<file path="src/rtl/vga_frame_reader_if.sv">
// Frame-buffer read port between the display reader and the frame-buffer controller.
// The reader (master) owns the address; the controller (slave) returns the pixel
// and a strobe marking the cycle on which that pixel is valid.
interface vga_frame_reader_if #(
  parameter int unsigned ADDR_W = 19
);
  logic              pixelEn;
  logic [1:0]        pixelData;
  logic [ADDR_W-1:0] addressRead;

  modport master (
    input  pixelEn,
    input  pixelData,
    output addressRead
  );

  modport slave (
    output pixelEn,
    output pixelData,
    input  addressRead
  );
endinterface

</file>
<file path="src/rtl/vga_frame_reader.sv">
// VGA frame reader: walks the frame in raster order, one position per pixel strobe,
// presents the linear frame-buffer address of the current (or next) active pixel and
// turns the returned 2-bit pixel into 4-bit greyscale with sync and display enable.
// All video outputs lag the counter position by exactly one strobe.
module vga_frame_reader #(
  parameter int unsigned H_ACTIVE    = 640,
  parameter int unsigned H_FP        = 16,
  parameter int unsigned H_SYNC      = 96,
  parameter int unsigned H_BP        = 48,
  parameter int unsigned V_ACTIVE    = 480,
  parameter int unsigned V_FP        = 10,
  parameter int unsigned V_SYNC      = 2,
  parameter int unsigned V_BP        = 33,
  parameter bit          SYNC_ACTIVE = 1'b0,
  parameter int unsigned ADDR_W      = 19
) (
  input  logic                mainClk,
  input  logic                nreset,
  vga_frame_reader_if.master  fb,
  output logic                hsync,
  output logic                vsync,
  output logic                de,
  output logic [3:0]          red,
  output logic [3:0]          green,
  output logic [3:0]          blue,
  output logic                frameStart
);

  localparam int unsigned H_TOTAL = H_ACTIVE + H_FP + H_SYNC + H_BP;
  localparam int unsigned V_TOTAL = V_ACTIVE + V_FP + V_SYNC + V_BP;
  localparam int unsigned HW      = $clog2(H_TOTAL);
  localparam int unsigned VW      = $clog2(V_TOTAL);

  localparam logic [HW-1:0] HActive     = HW'(H_ACTIVE);
  localparam logic [HW-1:0] HActiveLast = HW'(H_ACTIVE - 1);
  localparam logic [HW-1:0] HLast       = HW'(H_TOTAL - 1);
  localparam logic [HW-1:0] HSyncStart  = HW'(H_ACTIVE + H_FP);
  localparam logic [HW-1:0] HSyncEnd    = HW'(H_ACTIVE + H_FP + H_SYNC);
  localparam logic [VW-1:0] VActive     = VW'(V_ACTIVE);
  localparam logic [VW-1:0] VActiveLast = VW'(V_ACTIVE - 1);
  localparam logic [VW-1:0] VLast       = VW'(V_TOTAL - 1);
  localparam logic [VW-1:0] VSyncStart  = VW'(V_ACTIVE + V_FP);
  localparam logic [VW-1:0] VSyncEnd    = VW'(V_ACTIVE + V_FP + V_SYNC);

  logic [HW-1:0]     hCount, hCountNext;
  logic [VW-1:0]     vCount, vCountNext;
  logic [ADDR_W-1:0] address, addressNext;
  logic [3:0]        grey, greyNext;
  logic              active, lineEnd, frameEnd;
  logic              hsyncNext, vsyncNext;

  assign fb.addressRead = address;
  assign red   = grey;
  assign green = grey;
  assign blue  = grey;

  // Next raster position, next address and the video values for the current position.
  always_comb begin
    active   = (hCount < HActive) && (vCount < VActive);
    lineEnd  = (hCount == HLast);
    frameEnd = lineEnd && (vCount == VLast);

    hCountNext = lineEnd ? '0 : hCount + 1'b1;
    vCountNext = vCount;
    if (lineEnd) begin
      vCountNext = (vCount == VLast) ? '0 : vCount + 1'b1;
    end

    // Incremental address: steps only across active pixels, so during blanking it
    // already points at the first pixel of the next line (or 0 after the last line).
    addressNext = address;
    if (active) begin
      if ((hCount == HActiveLast) && (vCount == VActiveLast)) begin
        addressNext = '0;
      end else begin
        addressNext = address + 1'b1;
      end
    end

    hsyncNext = ((hCount >= HSyncStart) && (hCount < HSyncEnd)) ? SYNC_ACTIVE : !SYNC_ACTIVE;
    vsyncNext = ((vCount >= VSyncStart) && (vCount < VSyncEnd)) ? SYNC_ACTIVE : !SYNC_ACTIVE;
    greyNext  = active ? {fb.pixelData, fb.pixelData} : 4'h0;
  end

  // Counters, address and output registers; everything but frameStart moves only on a strobe.
  always_ff @(posedge mainClk) begin
    if (!nreset) begin
      hCount     <= '0;
      vCount     <= '0;
      address    <= '0;
      hsync      <= !SYNC_ACTIVE;
      vsync      <= !SYNC_ACTIVE;
      de         <= 1'b0;
      grey       <= 4'h0;
      frameStart <= 1'b0;
    end else begin
      // One-cycle pulse even when the strobe is held high.
      frameStart <= fb.pixelEn && frameEnd;
      if (fb.pixelEn) begin
        hCount  <= hCountNext;
        vCount  <= vCountNext;
        address <= addressNext;
        hsync   <= hsyncNext;
        vsync   <= vsyncNext;
        de      <= active;
        grey    <= greyNext;
      end
    end
  end

endmodule

</file>
<file path="src/flat_wrapper.sv">
// flat-port wrapper written by rule: the top's interface ports become plain ports
module vga_frame_reader_flat 
#(
  parameter int unsigned H_ACTIVE    = 640,
  parameter int unsigned H_FP        = 16,
  parameter int unsigned H_SYNC      = 96,
  parameter int unsigned H_BP        = 48,
  parameter int unsigned V_ACTIVE    = 480,
  parameter int unsigned V_FP        = 10,
  parameter int unsigned V_SYNC      = 2,
  parameter int unsigned V_BP        = 33,
  parameter bit          SYNC_ACTIVE = 1'b0,
  parameter int unsigned ADDR_W      = 19
)
  (mainClk, nreset, hsync, vsync, de, red, green, blue, frameStart, fb_pixelEn, fb_pixelData, fb_addressRead);
  vga_frame_reader_if #(.ADDR_W(ADDR_W)) fb_i ();
  input  logic mainClk;
  input  logic nreset;
  output logic hsync;
  output logic vsync;
  output logic de;
  output logic [3:0] red;
  output logic [3:0] green;
  output logic [3:0] blue;
  output logic frameStart;
  input wire logic [$bits(fb_i.pixelEn)-1:0] fb_pixelEn;
  input wire logic [$bits(fb_i.pixelData)-1:0] fb_pixelData;
  output wire logic [$bits(fb_i.addressRead)-1:0] fb_addressRead;
  assign fb_i.pixelEn = fb_pixelEn;
  assign fb_i.pixelData = fb_pixelData;
  assign fb_addressRead = fb_i.addressRead;
  vga_frame_reader #(.H_ACTIVE(H_ACTIVE), .H_FP(H_FP), .H_SYNC(H_SYNC), .H_BP(H_BP), .V_ACTIVE(V_ACTIVE), .V_FP(V_FP), .V_SYNC(V_SYNC), .V_BP(V_BP), .SYNC_ACTIVE(SYNC_ACTIVE), .ADDR_W(ADDR_W)) u_core (.mainClk(mainClk), .nreset(nreset), .fb(fb_i), .hsync(hsync), .vsync(vsync), .de(de), .red(red), .green(green), .blue(blue), .frameStart(frameStart));
endmodule
</file>
<file path="config.mk">
export PLATFORM = sky130hd
export DESIGN_NAME = vga_frame_reader_flat
export DESIGN_NICKNAME = d
export VERILOG_FILES = /design/src/rtl/vga_frame_reader_if.sv /design/src/rtl/vga_frame_reader.sv /design/src/flat_wrapper.sv
export SDC_FILE = /design/constraint.sdc
export NUM_CORES = 1
export LEC_CHECK = 0
export ABC_AREA = 0
export BUFFER_PORTS_ARGS = -buffer_cell sky130_fd_sc_hd__buf_2
export CORE_ASPECT_RATIO = 0.6
export CORE_MARGIN = 10
export CORE_UTILIZATION = 35
export DETAILED_ROUTE_END_ITERATION = 16
export MAX_ROUTING_LAYER = met4
export PLACE_DENSITY = 0.51
export SLEW_MARGIN = 0
export SYNTH_ARGS = -nofsm -noshare
export SYNTH_HDL_FRONTEND = slang
export SYNTH_SLANG_ARGS = --single-unit
</file>
<file path="constraint.sdc">
create_clock -name mainClk -period 4.5 [get_ports mainClk]
set_input_delay 0.45 -clock mainClk [delete_from_list [all_inputs] [get_ports mainClk]]
set_output_delay 0.45 -clock mainClk [all_outputs]
set_load 0.03 [all_outputs]
</file>
==> impl_metrics.toml <==
[routing]
drt_iter0_markers = 105
viasPerCell = 5.24
wire_per_inst_um = 14.7
wl_mm = 5.50
drc = 0
num_vias = 1964
antenna_left = 0
dr.pass1.iters = 4

[outcome]
status = "complete, no violations"

[clock_network]
post_cts_buffers = 0
cts_tree = "done"
cts_num_sinks = 45
cts_resized = 0
htreeDepth = 2
clkTransAtPathRegs_ns = 0.08
insertion_delay_ns = 0.30
clock_path_buffers = 2
cts_root_buf = "clkbuf_8"
cts_hold_buf = 0
numCtsBuffers = 5

[placed_design]
dpl.hpwl_mm = 4.07
gp_congestion = 0.820
portBuffers = 39
placedCellCount = 367

[setup_path]
timing.rr.end = "u_core.vCount[7]"
max_stage_delay_ns = 0.69
reg2reg_slack_ns = 2.18
path_class = "flop to flop"
required_ns = 4.73
crit_path_max_fanout = 19
worstSetupEndpointType = "flop"
slowest_stage = "or4_1"
critPathCapture = "u_core.vCount[7]"
crit_chain = "ha_1, nor2b_1, nand4_1, or4_1, a21oi_1"
worstSetupStartpoint = "u_core.hCount[0]"
start_kind = "flop"
r2r_cells = 5
r2r-start = "u_core.hCount[0]"
crit_arrival_ns = 2.55

[timing]
fin_crit_ns = 2.32
final_max_slew_viol_count = 0
period_share = 0.516
setup_violations = 0
max_slew_margin = 0.260
rsz0062_at_grt = "no"
fin_worst_skew_ns = 0.00649
hold_viol_final = 0
fmax_mhz = 431
worst_pin_slew_ns = 1.11
fin_tns_setup_ns = 0

[die]
num_rows = 22
coreArea_um2 = 6250
io_pins = 40
fp.dieH_um = 82.8
fp.dieW_um = 125
start_util = 0.369
die_area_um2 = 10300

[finish]
diodes = 0
final_common_cell = "dfxtp_1"
nets = 301
fillers = 646
drive_gt1_frac = 0.186
area_growth_pct = 11.4
layout_common_cells = "dfxtp_1 (45), buf_2 (39), a21oi_1 (26)"
final_cell_count_no_fill = 375

[synthesis]
synth_top_area_share = 0.391
synth_area_per_cell_um2 = 8.73
syn_area_um2 = 2300
ys_types = 40
synth_area_leader_cell = "dfxtp_1"
syn_inst = 264
ys_seq_area_frac = 0.391
yosysWarnings = 0
synth_seq_cells = 45
syn-num-nets = 275
synthTopCellsByArea = "dfxtp_1 (39%), a21oi_1 (5.6%), o31ai_1 (5.2%)"

[worst_hold_path]
hold_class = "primary input to flop"
hold_start = "nreset"

[grt]
grt_max_degree = 20
grt_pass1_wl_mm = 9.28
grt_use_total = 0.108
gr-total-overflow = 0
antenna_found_initial = 0
grt_pass1_vias = 1797

[pwr]
vdd_drop_max_mv = 0.107
pwr_density_cell_nw_per_um2 = 306
leakagePower_nw = 0.938
power_mw = 0.784

[run]
maxCapViolations = 0
[kinds of logic after synthesis]
group / Yosys count / synth area share
AND/OR/NAND/NOR: 106 / 0.265
AO/OA/AOI/OAI: 60 / 0.168
flip-flops: 45 / 0.391
buffers and inverters: 33 / 0.0885
XOR/XNOR: 11 / 0.0418
adder cells (fa/ha/maj): 6 / 0.0326
multiplexers: 3 / 0.0130
[where the power goes]
part	total (mW)	internal, mW	switching (mW)
combinational	0.0551	0.0159	0.0392
clock	0.318	0.181	0.137
sequential	0.411	0.403	0.00748
[flip-flops by register name, indices dropped and copies added (netlist names)]
name,count
u_core.blue,2
u_core.frameStart,1
u_core.vsync,1
u_core.hCount,10
u_core.de,1
u_core.fb.addressRead,19
u_core.hsync,1
u_core.vCount,10
[worst min-delay path by stage]
stage	to	slack, ns	cells past startpoint
2_1_floorplan	u_core.vCount[4]	0.47	2
3_3_place_gp	u_core.de	0.46	2
3_5_place_dp	u_core.de	0.45	2
4_1_cts	u_core.hsync	0.42	2
5_1_grt	u_core.hsync	0.44	2
6_report	u_core.hsync	0.43	2
[area by class of cell]
class,count,area (um^2),share of cell area
Multi-Input combinational cell,186,1200,0.467
Sequential cell,45,901,0.351
Timing Repair Buffer,39,195,0.0761
Inverter,13,48.8,0.0190
Tap cell,84,105,0.0410
Clock inverter,1,30.0,0.0117
Clock buffer,7,86.3,0.0337
[critical path: cells and delay by family (launching register included)]
| family | cells | cell delay (ns) |
|---|---|---|
| flip-flops | 1 | 0.42 |
| AO/OA/AOI/OAI | 1 | 0.15 |
| AND/OR/NAND/NOR | 3 | 1.44 |
| adder cells (fa/ha/maj) | 1 | 0.24 |
[cells in the mapped netlist]
cell,instances
nand4_1,10
o31ai_1,16
and3b_1,1
xor2_1,5
and3_2,3
a21oi_1,26
o41ai_4,1
buf_2,1
nor2b_1,1
and2b_2,1
nand2_1,16
nand3_1,14
clkbuf_1,3
buf_1,1
o211ai_1,1
or3_1,9
and4_1,4
buf_6,3
nor3b_1,1
buf_4,11
a2bb2oi_1,2
dfxtp_1,45
bufbuf_8,1
nor4_1,3
nor2_1,19
nor4b_1,1
xnor2_1,6
nor3_1,3
o31ai_2,1
nand3b_1,1
o21ai_2,1
or4_1,16
ha_1,6
o32ai_1,1
inv_1,13
nand4bb_1,1
and3_1,1
o21ai_0,11
mux2i_1,3
nand4_2,1
[routing by layer]
layer / track usage / share of wire / wire length, um
met1: 0.161 / 0.58 / 3180
met2: 0.126 / 0.35 / 1900
met3: 0.0374 / 0.066 / 363
met4: 0.0314 / 0.0087 / 48
met5: - / 0 / 0
[through the flow]
stage               instance area (um^2)  hold WS (ns)  setup WS, ns   util
global route                        2560         0.436          1.88  0.410
CTS                                 2560         0.421          2.16  0.410
finish                              2560         0.432          2.18  0.410
detailed placement                  2450         0.455          2.11  0.392
floorplan                           2300         0.469          2.66      -
global placement                    2450         0.461          2.15  0.392
Note: power is estimated with default switching activity, not from simulation.
